File: src/rtl/sr_latch_seq_if.sv
// Requester/latch bundle for sr_latch_seq.
// Handshake: a requester raises reqN (a level) with dataN valid and holds both
// until gntN is seen; gntN is a one-cycle pulse meaning dataN has been captured
// and reqN may be dropped. latch_* are the gated SR latch pins (S/R active-low),
// latch_Q/latch_Qbar are the latch outputs fed back. state_dbg mirrors the FSM.
interface sr_latch_seq_if;
  logic       req0;
  logic       req1;
  logic       data0;
  logic       data1;
  logic       gnt0;
  logic       gnt1;
  logic       latch_C;
  logic       latch_S;
  logic       latch_R;
  logic       latch_Q;
  logic       latch_Qbar;
  logic       busy;
  logic       done;
  logic       err;
  logic [2:0] state_dbg;

  // Environment side: requesters plus the physical latch.
  modport master (
    output req0, req1, data0, data1, latch_Q, latch_Qbar,
    input  gnt0, gnt1, latch_C, latch_S, latch_R, busy, done, err, state_dbg
  );

  // Controller side.
  modport slave (
    input  req0, req1, data0, data1, latch_Q, latch_Qbar,
    output gnt0, gnt1, latch_C, latch_S, latch_R, busy, done, err, state_dbg
  );
endinterface

File: src/rtl/sr_latch_seq.sv
// sr_latch_seq: two-requester, round-robin write controller for an external
// gated SR latch (gate active-high, S/R active-low).
// Write sequence: SETUP (1) -> PULSE (PULSE_CYCLES, gate open) -> HOLD (1)
// [-> VERIFY (1)] -> IDLE with a registered done pulse.
// Optional feature: define SR_LATCH_SEQ_READBACK_EN to add the VERIFY state,
// which reads latch_Q/latch_Qbar back and reports a mismatch on err with done.
module sr_latch_seq #(
  parameter int unsigned PULSE_CYCLES = 2  // legal range 1..15
) (
  input logic           clk,
  input logic           rst,
  sr_latch_seq_if.slave bus
);

  typedef enum logic [2:0] {
    IDLE   = 3'd0,
    SETUP  = 3'd1,
    PULSE  = 3'd2,
`ifdef SR_LATCH_SEQ_READBACK_EN
    HOLD   = 3'd3,
    VERIFY = 3'd4
`else
    HOLD   = 3'd3
`endif
  } state_t;

  localparam logic [3:0] CNT_LAST = 4'(PULSE_CYCLES - 1);

  state_t     state, state_nx;
  logic [3:0] cnt, cnt_nx;
  logic       data_r, data_nx;   // captured write value
  logic       last_r, last_nx;   // requester granted last (1 = requester 1)
  logic       win_r, win_nx;     // requester owning the current sequence
  logic       done_r, done_nx;
  logic       err_r, err_nx;
  logic       pick;
  logic       gnt0, gnt1, lat_c, lat_s, lat_r, busy;

  // State and datapath registers; reset leaves the latch pins idle (hold).
  always_ff @(posedge clk) begin
    if (rst) begin
      state  <= IDLE;
      cnt    <= 4'd0;
      data_r <= 1'b0;
      last_r <= 1'b1;
      win_r  <= 1'b0;
      done_r <= 1'b0;
      err_r  <= 1'b0;
    end else begin
      state  <= state_nx;
      cnt    <= cnt_nx;
      data_r <= data_nx;
      last_r <= last_nx;
      win_r  <= win_nx;
      done_r <= done_nx;
      err_r  <= err_nx;
    end
  end

  // Next-state, arbitration and Moore outputs; S/R default to hold (1,1).
  always_comb begin
    state_nx = state;
    cnt_nx   = cnt;
    data_nx  = data_r;
    last_nx  = last_r;
    win_nx   = win_r;
    done_nx  = 1'b0;
    err_nx   = 1'b0;
    pick     = 1'b0;
    gnt0     = 1'b0;
    gnt1     = 1'b0;
    lat_c    = 1'b0;
    lat_s    = 1'b1;
    lat_r    = 1'b1;
    busy     = 1'b0;
    case (state)
      IDLE: begin
        if (bus.req0 || bus.req1) begin
          // On a tie the requester not granted last wins.
          pick     = (bus.req0 && bus.req1) ? ~last_r : bus.req1;
          win_nx   = pick;
          last_nx  = pick;
          data_nx  = pick ? bus.data1 : bus.data0;
          state_nx = SETUP;
        end
      end
      SETUP: begin
        busy     = 1'b1;
        gnt0     = ~win_r;
        gnt1     = win_r;
        lat_s    = ~data_r;
        lat_r    = data_r;
        cnt_nx   = 4'd0;
        state_nx = PULSE;
      end
      PULSE: begin
        busy  = 1'b1;
        lat_c = 1'b1;
        lat_s = ~data_r;
        lat_r = data_r;
        if (cnt == CNT_LAST) begin
          state_nx = HOLD;
        end else begin
          cnt_nx = cnt + 4'd1;
        end
      end
      HOLD: begin
        busy  = 1'b1;
        lat_s = ~data_r;
        lat_r = data_r;
`ifdef SR_LATCH_SEQ_READBACK_EN
        state_nx = VERIFY;
`else
        state_nx = IDLE;
        done_nx  = 1'b1;
`endif
      end
`ifdef SR_LATCH_SEQ_READBACK_EN
      VERIFY: begin
        busy     = 1'b1;
        state_nx = IDLE;
        done_nx  = 1'b1;
        err_nx   = ~((bus.latch_Q == data_r) && (bus.latch_Qbar == ~data_r));
      end
`endif
      default: begin
        state_nx = IDLE;
      end
    endcase
  end

`ifndef SR_LATCH_SEQ_READBACK_EN
  // Feedback pins are only consumed by the readback state.
  logic unused_fb;
  assign unused_fb = bus.latch_Q ^ bus.latch_Qbar;
`endif

  assign bus.gnt0      = gnt0;
  assign bus.gnt1      = gnt1;
  assign bus.latch_C   = lat_c;
  assign bus.latch_S   = lat_s;
  assign bus.latch_R   = lat_r;
  assign bus.busy      = busy;
  assign bus.done      = done_r;
  assign bus.err       = err_r;
  assign bus.state_dbg = state;

endmodule

File: src/flat_wrapper.sv
// flat-port wrapper written by rule: the top's interface ports become plain ports
module sr_latch_seq_flat 
#(
  parameter int unsigned PULSE_CYCLES = 2                      
)
  (clk, rst, bus_req0, bus_req1, bus_data0, bus_data1, bus_latch_Q, bus_latch_Qbar, bus_gnt0, bus_gnt1, bus_latch_C, bus_latch_S, bus_latch_R, bus_busy, bus_done, bus_err, bus_state_dbg);
  sr_latch_seq_if bus_i ();
  input logic clk;
  input logic rst;
  input wire logic [$bits(bus_i.req0)-1:0] bus_req0;
  input wire logic [$bits(bus_i.req1)-1:0] bus_req1;
  input wire logic [$bits(bus_i.data0)-1:0] bus_data0;
  input wire logic [$bits(bus_i.data1)-1:0] bus_data1;
  input wire logic [$bits(bus_i.latch_Q)-1:0] bus_latch_Q;
  input wire logic [$bits(bus_i.latch_Qbar)-1:0] bus_latch_Qbar;
  output wire logic [$bits(bus_i.gnt0)-1:0] bus_gnt0;
  output wire logic [$bits(bus_i.gnt1)-1:0] bus_gnt1;
  output wire logic [$bits(bus_i.latch_C)-1:0] bus_latch_C;
  output wire logic [$bits(bus_i.latch_S)-1:0] bus_latch_S;
  output wire logic [$bits(bus_i.latch_R)-1:0] bus_latch_R;
  output wire logic [$bits(bus_i.busy)-1:0] bus_busy;
  output wire logic [$bits(bus_i.done)-1:0] bus_done;
  output wire logic [$bits(bus_i.err)-1:0] bus_err;
  output wire logic [$bits(bus_i.state_dbg)-1:0] bus_state_dbg;
  assign bus_i.req0 = bus_req0;
  assign bus_i.req1 = bus_req1;
  assign bus_i.data0 = bus_data0;
  assign bus_i.data1 = bus_data1;
  assign bus_i.latch_Q = bus_latch_Q;
  assign bus_i.latch_Qbar = bus_latch_Qbar;
  assign bus_gnt0 = bus_i.gnt0;
  assign bus_gnt1 = bus_i.gnt1;
  assign bus_latch_C = bus_i.latch_C;
  assign bus_latch_S = bus_i.latch_S;
  assign bus_latch_R = bus_i.latch_R;
  assign bus_busy = bus_i.busy;
  assign bus_done = bus_i.done;
  assign bus_err = bus_i.err;
  assign bus_state_dbg = bus_i.state_dbg;
  sr_latch_seq #(.PULSE_CYCLES(PULSE_CYCLES)) u_core (.clk(clk), .rst(rst), .bus(bus_i));
endmodule
File: config.mk
export PLATFORM = sky130hd
export DESIGN_NAME = sr_latch_seq_flat
export DESIGN_NICKNAME = d
export VERILOG_FILES = /design/src/rtl/sr_latch_seq_if.sv /design/src/rtl/sr_latch_seq.sv /design/src/flat_wrapper.sv
export SDC_FILE = /design/constraint.sdc
export NUM_CORES = 1
export LEC_CHECK = 0
export ABC_AREA = 1
export BUFFER_PORTS_ARGS = -buffer_cell sky130_fd_sc_hd__buf_2
export CAP_MARGIN = 20
export CORE_AREA = 5 5 42 44
export CTS_CLUSTER_DIAMETER = 40
export DETAILED_ROUTE_END_ITERATION = 7
export DIE_AREA = 0 0 47 49
export GPL_ROUTABILITY_DRIVEN = 0
export MAX_ROUTING_LAYER = met4
export PLACE_DENSITY = 0.72
export SETUP_SLACK_MARGIN = 0.02
export SYNTH_ARGS = -nofsm -noshare
export SYNTH_HDL_FRONTEND = slang
export SYNTH_SLANG_ARGS = --single-unit
File: constraint.sdc
create_clock -name clk -period 2.2 [get_ports clk]
set_input_delay 0.11 -clock clk [delete_from_list [all_inputs] [get_ports clk]]
set_output_delay 0.11 -clock clk [all_outputs]
set_load 0.005 [all_outputs]
==> PnR_summary.wiki <==
{| class="wikitable"
! Metric !! Value
|-
| Result of the run || completed
|-
| Die boundary width || 47 um
|-
| Number of sinks driven by the clock tree || 10
|-
| Sequential cell area fraction in the yosys report || 0.333
|-
| Fraction of power consumed by the clock network || 0.154
|-
| Layout filler cell count || 147
|-
| Master of the slowest instance on the critical path || sky130_fd_sc_hd__dfxtp_1
|-
| Initial core utilization || 0.429
|-
| Skew final || 0.00161 ns
|-
| Worst setup slack after layout || 0.623 ns
|-
| Antenna Nets Post-Route || 0
|-
| CTS tree || yes
|-
| Synth top area cells || sky130_fd_sc_hd__dfxtp_1 (33%), sky130_fd_sc_hd__ha_1 (15%), sky130_fd_sc_hd__nand2_1 (9.4%)
|-
| Largest stage delay, worst path || 0.44 ns
|-
| Leading area contributor after synthesis || sky130_fd_sc_hd__dfxtp_1
|-
| Total of hold buffers inserted after clock tree synthesis || 0
|-
| Root Driver || sky130_fd_sc_hd__clkbuf_4
|-
| Post-synthesis to final-layout area growth || 16.8%
|-
| Unrepaired setup endpoints after global routing || no
|-
| Cell area power density || 1160 nW/um2
|-
| Proportion of netlist area held by the largest area contributor || 0.333
|-
| Number of input and output port buffers inserted || 14
|-
| Overflow left after global routing || 0
|-
| Final Setup Violations || 0
|-
| Maximum fanout count along the critical path || 6
|-
| P_sw || 344 uW
|-
| Synth Warn # || 0
|-
| Die height || 49 um
|-
| HPWL Detailed || 938 um
|-
| Worst min-delay path class || input pin to flip-flop
|-
| Global-route wire length before repair || 2.17 mm
|-
| Count of pins over their slew limit || 0
|-
| Setup TNS || 0 ns
|-
| Count of flip-flops with a built-in enable after synthesis || 0
|-
| Final clock period utilization by the worst path || 0.717
|-
| Netlist cell types || 19
|-
| Maximum vdd ir drop || 490 uV
|-
| Instance count of the mapped netlist || 83
|-
| Post-detailed-routing wire length || 1.18 mm
|-
| Total setup buffers inserted after CTS || 0
|-
| Routed wire length per instance || 10.2 um
|-
| Max capacitance violation total || 0
|-
| Total core area || 1400 um2
|-
| Critical Path End Type || primary output
|-
| P_int || 471 uW
|-
| Startpoint kind of the worst setup timing path || flip-flop
|-
| Class of the most critical setup path || flip-flop to primary output
|-
| Commonest cells in the netlist || sky130_fd_sc_hd__nand2_1 (15), sky130_fd_sc_hd__inv_1 (14), sky130_fd_sc_hd__dfxtp_1 (10), sky130_fd_sc_hd__nand3_1 (10), sky130_fd_sc_hd__a21oi_1 (8)
|-
| Count of unresolved DRC violations after routing || 0
|-
| Most frequent cell after synthesis || sky130_fd_sc_hd__nand2_1
|-
| WP data arrival || 1.47 ns
|-
| Die area || 2300 um2
|-
| Ys flop type || sky130_fd_sc_hd__dfxtp_1
|-
| CP required || 2.09 ns
|-
| Starting DRC count in detailed routing || 7
|-
| Layout cell share with drive strength beyond 1 || 0.242
|-
| Clock buffers created by TritonCTS || 3
|-
| Hold violation total from the final report || 0
|-
| Boundary Pins || 19
|-
| Insertion delay of the later-clocked pin in the worst-skew pair || 0.26 ns
|-
| Chain of cells forming the critical path || inv_1 -> ha_1 -> or2_2 -> buf_2
|-
| Post-synthesis async set-or-reset flop share || 0
|-
| Vias in the first global route || 532
|-
| Clock slew at reported path FFs || 0.07 ns
|-
| Number of synthesized register bits || 10
|-
| Number of antenna violations at the first check in global routing || 0
|-
| Row count || 14
|-
| Max clock buf depth || 2
|-
| Post-cts repair resize count || 0
|-
| Fraction of power consumed by combinational cells || 0.508
|-
| Via count || 548
|-
| Fraction of power consumed by sequential logic || 0.338
|-
| Net count of the finished layout || 116
|-
| Antenna diode instance count || 0
|-
| Synth Cell Area || 602 um2
|-
| Overall Global Routing Usage || 0.131
|-
| Shortest period the worst path allows || 1.58 ns
|-
| Setup slack at placement || 0.773 ns
|-
| Maximum number of pins on one net before global-route repair || 9
|-
| Share of total power consumed by net switching || 0.422
|-
| Peak clock frequency supported by timing || 634 MHz
|-
| Cell leakage power || 0.368 nW
|-
| Drt via density || 4.77
|-
| First-pass iteration count of the detailed router || 4
|-
| # H-tree levels || 1
|-
| Post-Synthesis Mean Instance Area || 7.25 um2
|}
-- final cells by class --
cell class | count | area [um2] | share of cell area
clock buffers | 3 | 22.5 | 0.0320
inverters | 15 | 56.3 | 0.0801
multi-input cells | 57 | 334 | 0.475
flip-flops and latches | 10 | 200 | 0.285
well taps | 16 | 20.0 | 0.0285
repair buffers | 14 | 70.1 | 0.0996
-- path summary, 6_finish.rpt --
kind | end | slack, ns | cells after the start | start
min | u_core.bus.state_dbg[1] | 0.08 | 2 | rst
max reg2reg | u_core.cnt[2] | 0.77 | 6 | u_core.bus.state_dbg[0]
max | bus_latch_R | 0.62 | 4 | u_core.bus.state_dbg[0]
min reg2reg | u_core.last_r | 0.48 | 2 | u_core.last_r
-- logic make-up (layout without fill, tap and decap cells) --
logic type | Yosys count | count (layout) | share of synthesized area
AND/OR/NAND/NOR | 36 | 36 | 0.281
buffers and inverters | 17 | 32 | 0.118
AO/OA/AOI/OAI | 12 | 12 | 0.116
flip-flops | 10 | 10 | 0.333
adder cells (fa/ha/maj) | 7 | 7 | 0.146
other | 1 | 2 | 0.00623
-- registers in the layout (all words and copies together), names as in the netlist --
| register | cells |
|---|---|
| u_core.bus.done | 1 |
| u_core.bus.state_dbg | 2 |
| u_core.cnt | 4 |
| u_core.data_r | 1 |
| u_core.last_r | 1 |
| u_core.win_r | 1 |
-- critical path: cells and delay by family, from the launching register on --
kind          cells  cell delay [ns]
buf+inv           2             0.22
fa+ha+maj         1             0.26
flops             1             0.44
simple gates      1             0.28
-- per-layer routing --
metal / vias to the layer above / global-route usage / wire [um] / share of wire
li1: 292 / - / - / -
met1: 245 / 0.157 / 505 / 0.43
met2: 9 / 0.195 / 599 / 0.51
met3: 2 / 0.0221 / 52 / 0.044
met4: 0 / 0.0829 / 19 / 0.016
met5: - / - / 0 / 0
-- power by group through the flow --
stage | logic (mW) | clock network [mW] | registers, mW
2_1_floorplan | 0.297 | 0 | 0.271
3_3_place_gp | 0.409 | 0 | 0.277
3_5_place_dp | 0.419 | 0 | 0.281
4_1_cts | 0.422 | 0.129 | 0.277
5_1_grt | 0.483 | 0.141 | 0.285
6_report | 0.414 | 0.125 | 0.276
-- cells in the final DEF, fill, tap and decap left out, drive strengths merged --
| cell | count |
|---|---|
| or2 | 2 |
| nand4 | 1 |
| nand3 | 10 |
| conb | 2 |
| buf | 14 |
| nor2 | 4 |
| o21ai | 1 |
| nand3b | 1 |
| nand2 | 17 |
| a21oi | 10 |
| dfxtp | 10 |
| nand2b | 1 |
| clkbuf | 3 |
| ha | 7 |
| inv | 15 |
| o21bai | 1 |
-- through the flow --
step                area (um2)  std cells   util  total power [mW]  hold slack, ns
finish                     703        115  0.502             0.815          0.0849
floorplan                  606         84      -             0.568           0.172
global placement           681        112  0.486             0.686           0.363
detailed placement         681        112  0.486             0.700           0.355
global route               703        115  0.502             0.910          0.0832
CTS                        703        115  0.502             0.828          0.0779
No activity file was read; power rests on OpenSTA's default activity.
